## config.mk

```make
export PLATFORM = sky130hd
export DESIGN_NAME = pipeline_hazard_controller
export DESIGN_NICKNAME = d
export VERILOG_FILES = /design/src/rtl/pipeline_hazard_controller.sv
export SDC_FILE = /design/constraint.sdc
export NUM_CORES = 1
export LEC_CHECK = 0
export ABC_AREA = 1
export BUFFER_PORTS_ARGS = -buffer_cell sky130_fd_sc_hd__clkbuf_2
export CAP_MARGIN = 20
export CORE_UTILIZATION = 35
export CTS_CLUSTER_DIAMETER = 40
export DETAILED_ROUTE_END_ITERATION = 7
export SYNTH_ARGS = -nofsm -noshare
export SYNTH_HDL_FRONTEND = slang
export SYNTH_SLANG_ARGS = --single-unit
export TNS_END_PERCENT = 50
```

## constraint.sdc

```tcl
create_clock -name clk -period 4.4 [get_ports clk]
set_clock_uncertainty 0.2 [all_clocks]
set_input_delay 0 -clock clk [delete_from_list [all_inputs] [get_ports clk]]
set_output_delay 0 -clock clk [all_outputs]
set_load 0.005 [all_outputs]
```

## src/rtl/pipeline_hazard_controller.sv

```systemverilog
// Hazard/redirect sequencer for a five-stage pipeline with no forwarding.
// A shadow scoreboard of in-flight destinations drives stalls, bubbles and squashes.
module pipeline_hazard_controller #(
   parameter bit WB_HAZARD = 1'b0,
   parameter int CNT_WIDTH = 16
) (
   input  logic                 clk,
   input  logic                 reset,
   input  logic                 id_valid,
   input  logic [4:0]           id_rs,
   input  logic [4:0]           id_rt,
   input  logic                 id_uses_rs,
   input  logic                 id_uses_rt,
   input  logic                 id_regwrite,
   input  logic [4:0]           id_dest,
   input  logic                 mem_redirect,
   output logic                 pc_enable,
   output logic                 ifid_enable,
   output logic                 ifid_flush,
   output logic                 idex_bubble,
   output logic                 exmem_bubble,
   output logic                 stalled,
   output logic [CNT_WIDTH-1:0] stall_count,
   output logic [CNT_WIDTH-1:0] flush_count
);

   typedef struct packed {
      logic       valid;
      logic [4:0] dest;
   } sbEntry_t;

   typedef enum logic {RUN, STALL} state_t;

   localparam logic [CNT_WIDTH-1:0] CNT_MAX = '1;

   sbEntry_t sbEx, sbMem, sbWb, newEntry;
   state_t   state, stateNext;
   logic     matchRs, matchRt, hazard;

   function automatic logic hit(input sbEntry_t e, input logic [4:0] r);
      return e.valid && (e.dest == r) && (r != 5'd0);
   endfunction

   // The WB slot only matters when the register file cannot forward a same-cycle write.
   assign matchRs = hit(sbEx, id_rs) || hit(sbMem, id_rs) || (WB_HAZARD && hit(sbWb, id_rs));
   assign matchRt = hit(sbEx, id_rt) || hit(sbMem, id_rt) || (WB_HAZARD && hit(sbWb, id_rt));
   assign hazard  = id_valid && ((id_uses_rs && matchRs) || (id_uses_rt && matchRt));

   assign newEntry.valid = id_valid && id_regwrite && (id_dest != 5'd0);
   assign newEntry.dest  = id_dest;

   always_ff @(posedge clk or negedge reset) begin
      if (!reset) begin
         sbEx  <= '0;
         sbMem <= '0;
         sbWb  <= '0;
      end else begin
         sbWb <= sbMem;
         if (mem_redirect) begin
            sbMem <= '0;
            sbEx  <= '0;
         end else if (hazard) begin
            sbMem <= sbEx;
            sbEx  <= '0;
         end else begin
            sbMem <= sbEx;
            sbEx  <= newEntry;
         end
      end
   end

   always_ff @(posedge clk or negedge reset) begin
      if (!reset) state <= RUN;
      else        state <= stateNext;
   end

   always_comb begin
      stateNext = state;
      case (state)
         RUN:     if (hazard && !mem_redirect) stateNext = STALL;
         STALL:   if (mem_redirect || !hazard) stateNext = RUN;
         default: stateNext = RUN;
      endcase
   end

   assign stalled = (state == STALL);

   always_ff @(posedge clk or negedge reset) begin
      if (!reset) begin
         stall_count <= '0;
         flush_count <= '0;
      end else begin
         if (hazard && !mem_redirect && (stall_count != CNT_MAX))
            stall_count <= stall_count + CNT_WIDTH'(1);
         if (mem_redirect && (flush_count != CNT_MAX))
            flush_count <= flush_count + CNT_WIDTH'(1);
      end
   end

   // While reset is held the pipeline is frozen and filled with bubbles.
   always_comb begin
      pc_enable    = 1'b0;
      ifid_enable  = 1'b0;
      ifid_flush   = 1'b1;
      idex_bubble  = 1'b1;
      exmem_bubble = 1'b1;
      if (reset) begin
         pc_enable    = !hazard || mem_redirect;
         ifid_enable  = !hazard || mem_redirect;
         ifid_flush   = mem_redirect;
         idex_bubble  = hazard || mem_redirect;
         exmem_bubble = mem_redirect;
      end
   end

endmodule

```

# After elaboration in Yosys (flattened, before gate mapping)
# Index checks and enable logic that the tools add are counted.
# word_totals
input_bits	22
register_bits	45
# op_classes
eq_ne	6
n_reduce_logical	26
mux	9
n_addsub	2
bitwise	1
# op_table
operator	count
$add 16x1->16 const B	2
$ne 16x16->1 const B	2
$eq 5x5->1	4
$mux 6	3
$logic_and 1x1->1	16
$reduce_bool 5->1	3
$logic_or 1x1->1	5
$mux 1	5
$logic_not 1->1	2
$pmux 1 s2	1
$not 1->1	1

# Depth between registers and ports, before layout
# Gate-level depths: netlist of the first run.
# depth
word_depth	11
ltp_mapped	13

# Worst setup path after synthesis of the first run
# Ideal clock, no wire load.
# synth_timing
kind	reg2reg
from	register stall_count[0]
to	register stall_count[13]
arrival_time_ps	1602
setup_ps	65
stages_incl_launch_ff	11
slack_ps	2533
n_path_buf	1
path_cell_list	dfrtp_1 ha_1 nand3_2 nor3_4 nand2_2 nor3_4 inv_2 nand4_4 buf_8 nand2_1 nand2_1
# synth_between
elab_chain_len	2
word_cells_on_any_way	3
cone_classes	add/sub: 1; eq/ne: 1; reduce/logical: 1
# synth_rtl
item	line_no	text
from (decl)	23	output logic [CNT_WIDTH-1:0] stall_count,
from (signal assigned)	94	stall_count <= stall_count + CNT_WIDTH'(1);
branches (longest 2 deep; another with $add 16x1->16)	n/a	
# Several ways; the timed one is not identified.
# A chain may end at the register's enable or synchronous reset.

# Final worst setup path of the first run
# layout_timing
from	register sbMem[0] in the netlist's numbering
to	register sbEx[4] in the netlist's numbering
# layout_between
elab_chain_len	9
word_cells_on_any_way	14
cone_classes	eq/ne: 2; mux: 2; reduce/logical: 10
# layout_rtl
item	line_no	text
from (decl)	36	sbEntry_t sbEx, sbMem, sbWb, newEntry;
from (signal assigned)	55	sbMem <= '0;
from (signal assigned)	60	sbMem <= '0;
from (signal assigned)	63	sbMem <= sbEx;
$eq 5x5->1	41	return e.valid && (e.dest == r) && (r != 5'd0);
$logic_and 1x1->1 (2 in series)	41	
$logic_or 1x1->1 (on tied branches)	45, 46	
$logic_and 1x1->1	47	assign hazard = id_valid && ((id_uses_rs && matchRs) || (id_uses_rt && matchRt));
$logic_or 1x1->1 *	47	
$logic_and 1x1->1 *	47	
$mux 6 *	62	end else if (hazard) begin
$mux 6 *	59	if (mem_redirect) begin
to (signal assigned)	67	sbEx <= newEntry;
to (decl)	36	
# Mark *: on every way between the ends. The rest lies on a longest branch, timed or not.

==> results of run 1 <==
==> layout by cell type (no fill, tap or decap) <==
master         count
nand3b_1           1
xor2_1            18
nor3_1             2
nand4_1            7
nor3_2             2
and3_1             1
nor2_1            49
nand4_4            1
clkbuf_8           6
buf_4              1
inv_2              8
ha_1               2
o311ai_0           1
inv_1             39
clkinv_4           1
nand2_4            1
nand2_1          136
nand3_1           15
clkinv_2           1
nor4_1             1
xnor2_1           10
nor2_4             1
clkbuf_2          59
o21ai_0            4
nand3_2            2
dfrtp_1           45
nand2_2            1
nor3_4             2
dlygate4sd3_1     11
==> cells in the mapped netlist <==
master	instances	share of area [%]
nand2_1	136	20
nor2_1	49	7.0
dfrtp_1	45	43
inv_1	39	5.6
xor2_1	18	6.0
nand3_1	15	2.9
xnor2_1	10	3.3
inv_2	8	1.1
nand4_1	7	1.7
o21ai_0	4	0.77
buf_4	3	0.86
ha_1	2	0.96
nand3_2	2	0.77
nor3_1	2	0.38
nor3_2	2	0.77
nor3_4	2	1.2
and3_1	1	0.24
buf_6	1	0.43
buf_8	1	0.57
nand2_2	1	0.24
nand2_4	1	0.43
nand3b_1	1	0.29
nand4_4	1	0.81
nor2_4	1	0.43
nor4_1	1	0.24
o311ai_0	1	0.33
==> critical path, stage by stage (launching register included) <==
cell and delay (ns):
dfrtp_1 0.37, inv_1 0.06, nand2_1 0.05, nand2_1 0.04, nor2_1 0.14, nand3_1 0.09, nand2_1 0.07, nand2_1 0.09
nand2_4 0.12, nand2_1 0.07, nand2_1 0.17, nor2_1 0.05, dlygate4sd3_1 0.55
==> cell families (layout without fill, tap and decap cells) <==
kind of cell,after synthesis,after routing
flops,45,45
buf+inv,52,126
fa+ha+maj,2,2
compound gates,5,5
xor+xnor,28,28
simple gates,222,222
==> per-layer routing <==
layer	share of wire (%)	up-vias
li1	-	1217
met1	47	1064
met2	49	47
met3	3.3	7
met4	0.97	0
met5	0	-
==> what timing repair did <==
item,CTS,global route
endpoints found under the setup margin,0,0
gates resized for setup,0,0
hold buffers,11,0
hold endpoints to repair,40,0
==> per-stage QoR <==
| stage | cell area (um^2) | hold slack (ns) | cells |
|---|---|---|---|
| CTS | 3201 | 0.04629 | 527 |
| finish | 3201 | 0.05708 | 527 |
| global route | 3201 | 0.1411 | 527 |
| floorplan | 2616 | -0.4956 | 354 |
| detailed placement | 2994 | -0.1045 | 508 |
| global placement | 2994 | -0.1234 | 508 |
==> cell type report <==
type	instances	area [um^2]	area share, %
multi-input cells	257	1265	39.52
flip-flops and latches	45	1126	35.18
repair buffers	71	412.9	12.90
inverters	47	176.4	5.512
well taps	99	123.9	3.870
clock buffers	6	82.58	2.580
clock inverters	2	13.76	0.4300
==> worst max path at each step <==
stage	to	slack (ns)	cells after the start
after floorplan	stall_count[13]	2.53	10
after global placement	stall_count[0]	2.44	9
after detailed placement	stall_count[6]	2.40	9
after CTS	sbEx[4]	2.20	12
after global routing	sbEx[4]	2.02	12
final	sbEx[4]	2.21	12
==> power by group through the flow <==
stage          clock network, mW  logic, mW  registers, mW
2_1_floorplan                  0     0.0802          0.500
3_3_place_gp                   0      0.154          0.501
3_5_place_dp                   0      0.155          0.504
4_1_cts                    0.280      0.164          0.495
5_1_grt                    0.299      0.183          0.502
6_report                   0.266      0.160          0.495
==> state kept, by name (all words and copies together) (netlist names) <==
name,count
stall_count,16
sbEx,6
sbMem,6
flush_count,16
stalled,1
==> impl_metrics.py, run 1 <==
metrics = {
    "die": {
        "die_h_um": 88.46,
        "initial_core_util_pct": 36.07,
        "die_area_um2": 7825,
        "dieWidth_um": 88.46,
        "core_area_um2": 7253,
        "rows": 31,
        "pin_count": 60,
    },
    "finish": {
        "syn2layout_area_growth_pct": 22.33,
        "n_antenna_cell": 0,
        "drive_above_1_share_pct": 20.09,
        "nFillCells": 770,
        "final_util_pct": 44.13,
        "final_nets": 451,
    },
    "timing": {
        "fin_crit_sh_pct": 49.69,
        "rsz0062_at_grt": "no",
        "tightest_slew_ns": 0.6877,
        "setup_slack_ns": 2.214,
        "finalCriticalPeriod_ns": 2.186,
        "fmax_mhz": 457.4,
        "setup_viol": 0,
        "fin_tns_setup_ns": 0,
        "slew_viol_final": 0,
        "max_slew_margin_pct": 54.15,
        "finalHoldViolCount": 0,
    },
    "setup_path": {
        "r2r_start": "sbMem[0]",
        "reg2reg_slack_ns": 2.21,
        "crit_path_start": "sbMem[0]",
        "r2r_cells": 12,
        "required_ns": 4.38,
        "critPathArrivalTime_ns": 2.17,
        "worstSetupStartpointType": "flip-flop",
        "critPathKind": "reg -> reg",
        "crit_path_max_fanout": 6,
        "r2r-end": "sbEx[4]",
        "end_kind": "flip-flop",
    },
    "drt": {
        "final_antenna_net_count": 0,
        "drt_pass1_iterations": 4,
        "drc": 0,
        "wl_um": 5864,
        "wl_per_cell_um": 11.13,
        "routed_via_density": 4.431,
        "vias": 2335,
        "drt_iter0_drc": 100,
    },
    "pwr": {
        "switchingPower_mw": 0.2670,
        "power_density_nw_per_um2": 287.6,
        "clkPwrFrac_pct": 28.9,
        "p_leak_nw": 1.791,
        "power.internal_mw": 0.6534,
        "seq_power_share_pct": 53.8,
        "combPwrFrac_pct": 17.3,
        "finalPower_mw": 0.9204,
        "switching_share_pct": 29.01,
        "ir_drop_mv": 0.1456,
    },
    "yosys": {
        "synth-simple-area-share_pct": 36.92,
        "avgSynthCellArea_um2": 7.391,
        "synth_top_family_by_area": "simple AND/OR/NAND/NOR gates",
        "netlist_instances": 354,
        "yosysSeqAreaShare_pct": 43.04,
        "syn-num-nets": 378,
        "synth_fa_ha_area_share_pct": 0.9565,
        "ys_types": 26,
        "synth_seq_cells": 45,
        "synth_area_um2": 2616,
        "synth_xor_area_share_pct": 9.374,
        "synth_compound_area_share_pct": 1.100,
        "synthMuxAreaShare_pct": 0,
        "yosys_warnings": 0,
    },
    "global_route": {
        "antenna_found_initial": 0,
        "grt_first_pass_wirelength_um": 9949,
        "busiest_layer": "met2",
        "grt_overflow": 0,
        "met1_usage_pct": 19.80,
        "use_met2_pct": 29.86,
        "grt_usage_pct": 16.25,
        "grt_max_degree": 29,
        "use_met3_pct": 2.332,
        "grt_pass1_vias": 2278,
    },
    "outcome": {
        "outcome": "finished, final reports clean",
    },
    "clocking": {
        "clk_path_buf_depth": 2,
        "htreeDepth": 2,
        "cts-root-buf": "clkbuf_8",
        "cts_made_buffers": 5,
        "cts_setup_buffers": 0,
        "clk_latency_ns": 0.29,
        "cts_sinks": 45,
        "tritoncts": "yes",
        "clkTransAtPathRegs_ns": 0.09,
    },
    "hold_path": {
        "hold_end": "stall_count[2]",
        "hold_class": "in -> reg",
        "hold_depth": 8,
        "min_from": "id_uses_rs",
    },
    "job": {
        "max-cap-violations": 0,
    },
    "placed_design": {
        "place_ws_ns": 2.404,
        "gp_congestion": 0.8421,
        "io_buffers": 59,
        "hpwl_um": 4480,
    },
}
No activity file was read; power rests on OpenSTA's default activity.
==> run 2: changes to the inputs <==
==> constraint.sdc (replaced) <==
create_clock -name clk -period 1.8 [get_ports clk]
set_clock_uncertainty 0.2 [all_clocks]
set_input_delay 0 -clock clk [delete_from_list [all_inputs] [get_ports clk]]
set_output_delay 0 -clock clk [all_outputs]
set_load 0.005 [all_outputs]
==> run 2 against run 1 <==
The flow now finishes with violations (negative setup slack). Critical path depth down 2. Non-clock buffer count up 27. Sequential power up 140%. Combinational power rose to 3.0 times the previous value. Cell area up 9.9%. Critical path type unchanged. Die area unchanged. Cell count up 5.1%. Via count up 5.7%. Register-to-register slack worse by 2.3 ns.
==> impl_metrics.py, run 2 (synthesis results as in run 1) <==
metrics = {
    "placed_design": {
        "gp_congestion": 0.8602,
        "io_buffers": 59,
        "placed_cells": 528,
        "place_ws_ns": -0.03555,
        "hpwl_um": 4706,
    },
    "global_route": {
        "antenna_found_initial": 0,
        "met1_usage_pct": 21.76,
        "grt_max_degree": 25,
        "grt_first_pass_wirelength_um": 10300,
        "grt_usage_pct": 17.15,
        "grt_overflow": 0,
        "use_met2_pct": 29.65,
        "grt_pass1_vias": 2277,
        "use_met3_pct": 2.799,
        "busiest_layer": "met2",
    },
    "finish": {
        "nFillCells": 753,
        "layout_commonest_cell": "nand2_1",
        "stdcell_count": 554,
        "largest_registers": "flush_count (16), stall_count (16)",
        "final_nets": 478,
        "final_util_pct": 48.51,
        "multi_input_area_um2": 1371,
        "n_antenna_cell": 0,
        "syn2layout_area_growth_pct": 34.48,
        "regArea_um2": 1127,
        "drive_above_1_share_pct": 31.21,
        "layout_common_cells": "nand2_1 (124), clkbuf_2 (58), dfrtp_1 (44)",
    },
    "drt": {
        "drt_iter0_drc": 97,
        "routed_via_density": 4.453,
        "wl_per_cell_um": 11.46,
        "vias": 2467,
        "wl_um": 6348,
        "drc": 0,
        "final_antenna_net_count": 0,
        "drt_pass1_iterations": 4,
    },
    "setup_path": {
        "crit_family": "simple AND/OR/NAND/NOR gates",
        "r2r-end": "stall_count[8]",
        "worstPathCellList": "ha_4 -> nand3_4 -> nor3_4 -> nand2_2 -> nor3_4 -> buf_6 -> nor2_4 -> buf_12 -> nand2_1 -> nand2_1",
        "end_kind": "flip-flop",
        "critPathKind": "reg -> reg",
        "max_stage_delay_ns": 0.40,
        "crit_path_start": "stall_count[1]",
        "r2r_start": "stall_count[1]",
        "critPathArrivalTime_ns": 1.87,
        "required_ns": 1.79,
        "slowest_stage": "dfrtp_1",
        "crit_path_max_fanout": 15,
        "r2r_cells": 10,
        "worstSetupStartpointType": "flip-flop",
        "reg2reg_slack_ns": -0.08,
        "cp_num_buf_inv": 2,
        "endpoint": "stall_count[8]",
        "cp.depth": 10,
    },
    "clocking": {
        "cts-root-buf": "clkbuf_8",
        "htreeDepth": 2,
        "clk_latency_ns": 0.29,
        "clkTransAtPathRegs_ns": 0.08,
        "cts_made_buffers": 5,
        "clk_path_buf_depth": 2,
        "tritoncts": "yes",
        "cts_sinks": 45,
    },
    "pwr": {
        "ir_drop_mv": 0.5391,
        "power_density_nw_per_um2": 654.4,
        "p_leak_nw": 1.934,
    },
    "timing": {
        "finalCriticalPeriod_ns": 1.881,
        "finalHoldViolCount": 0,
        "fin_tns_setup_ns": -1.236,
        "fin_crit_sh_pct": 104.5,
        "fmax_mhz": 531.6,
        "tightest_slew_ns": 0.3121,
        "setup_slack_ns": -0.08119,
        "slew_viol_final": 0,
        "setup_viol": 18,
        "max_slew_margin_pct": 79.00,
        "rsz0062_at_grt": "yes",
    },
    "die": {
        "pin_count": 60,
        "dieWidth_um": 88.46,
        "die_h_um": 88.46,
        "die_area_um2": 7825,
        "initial_core_util_pct": 36.07,
        "core_area_um2": 7253,
        "rows": 31,
    },
    "outcome": {
        "violations": "negative setup slack",
        "outcome": "finished with violations",
    },
    "hold_path": {
        "hold_class": "in -> reg",
    },
    "job": {
        "max-cap-violations": 0,
    },
}
## run 2: cell count changes in the layout (fill, tap and decap cells not counted), sizes merged
cell,previous run,this run
clkinv,2,0
buf,1,29
clkinvlp,0,1
## run 2: routing by layer
metal / up-vias / routed length, um
met2: 56 / 3130
li1: 1270 / -
met4: 0 / 95
met1: 1134 / 2905
met3: 7 / 217
met5: - / 0
## run 2: per-stage QoR
step	total power, mW	instance area [um^2]	hold slack, ns
6_report	2.302	3518	0.04897
2_1_floorplan	1.418	2616	-0.4956
5_1_grt	2.446	3518	0.07118
3_5_place_dp	1.659	3157	-0.3600
3_3_place_gp	1.645	3157	-0.3628
4_1_cts	2.303	3390	0.03379
## run 2: repair_timing
item,CTS,global route
pin swaps,5,10
gates resized for setup,8,30
hold endpoints to repair,59,0
setup buffers,2,6
hold buffers,11,0
setup endpoints to repair,20,30
## run 2: layout make-up
cell class                 count  area share, %
timing repair buffer          98          18.07
clock buffer                   7          2.169
sequential                    45          32.04
tap                           99          3.521
inverter                      47          5.014
clock inverter                 1         0.2134
multi-input combinational    257          38.98
## run 2: worst min-delay path by stage
stage	depth (start not counted)	to	start	slack [ns]
3_3_place_gp	1	stalled	reset	-0.36
3_5_place_dp	1	stalled	reset	-0.36
6_report	7	stalled	id_uses_rs	0.05
2_1_floorplan	0	flush_count[0]	reset	-0.50
4_1_cts	7	stalled	id_uses_rs	0.03
5_1_grt	7	stalled	id_uses_rt	0.07
## run 2: worst min-delay path: stages
cell,delay (ns)
clkbuf_2,0.08
o21ai_0,0.06
inv_1,0.05
nand2_2,0.08
nand2_4,0.08
nand3_4,0.09
inv_1,0.06
## run 2: power by group
group	leakage [nW]	switching, mW	total [mW]	internal, mW
registers	0.603	0.107	1.21	1.10
clock network	0.0385	0.338	0.614	0.275
logic	1.29	0.246	0.479	0.234
total	1.93	0.691	2.30	1.61
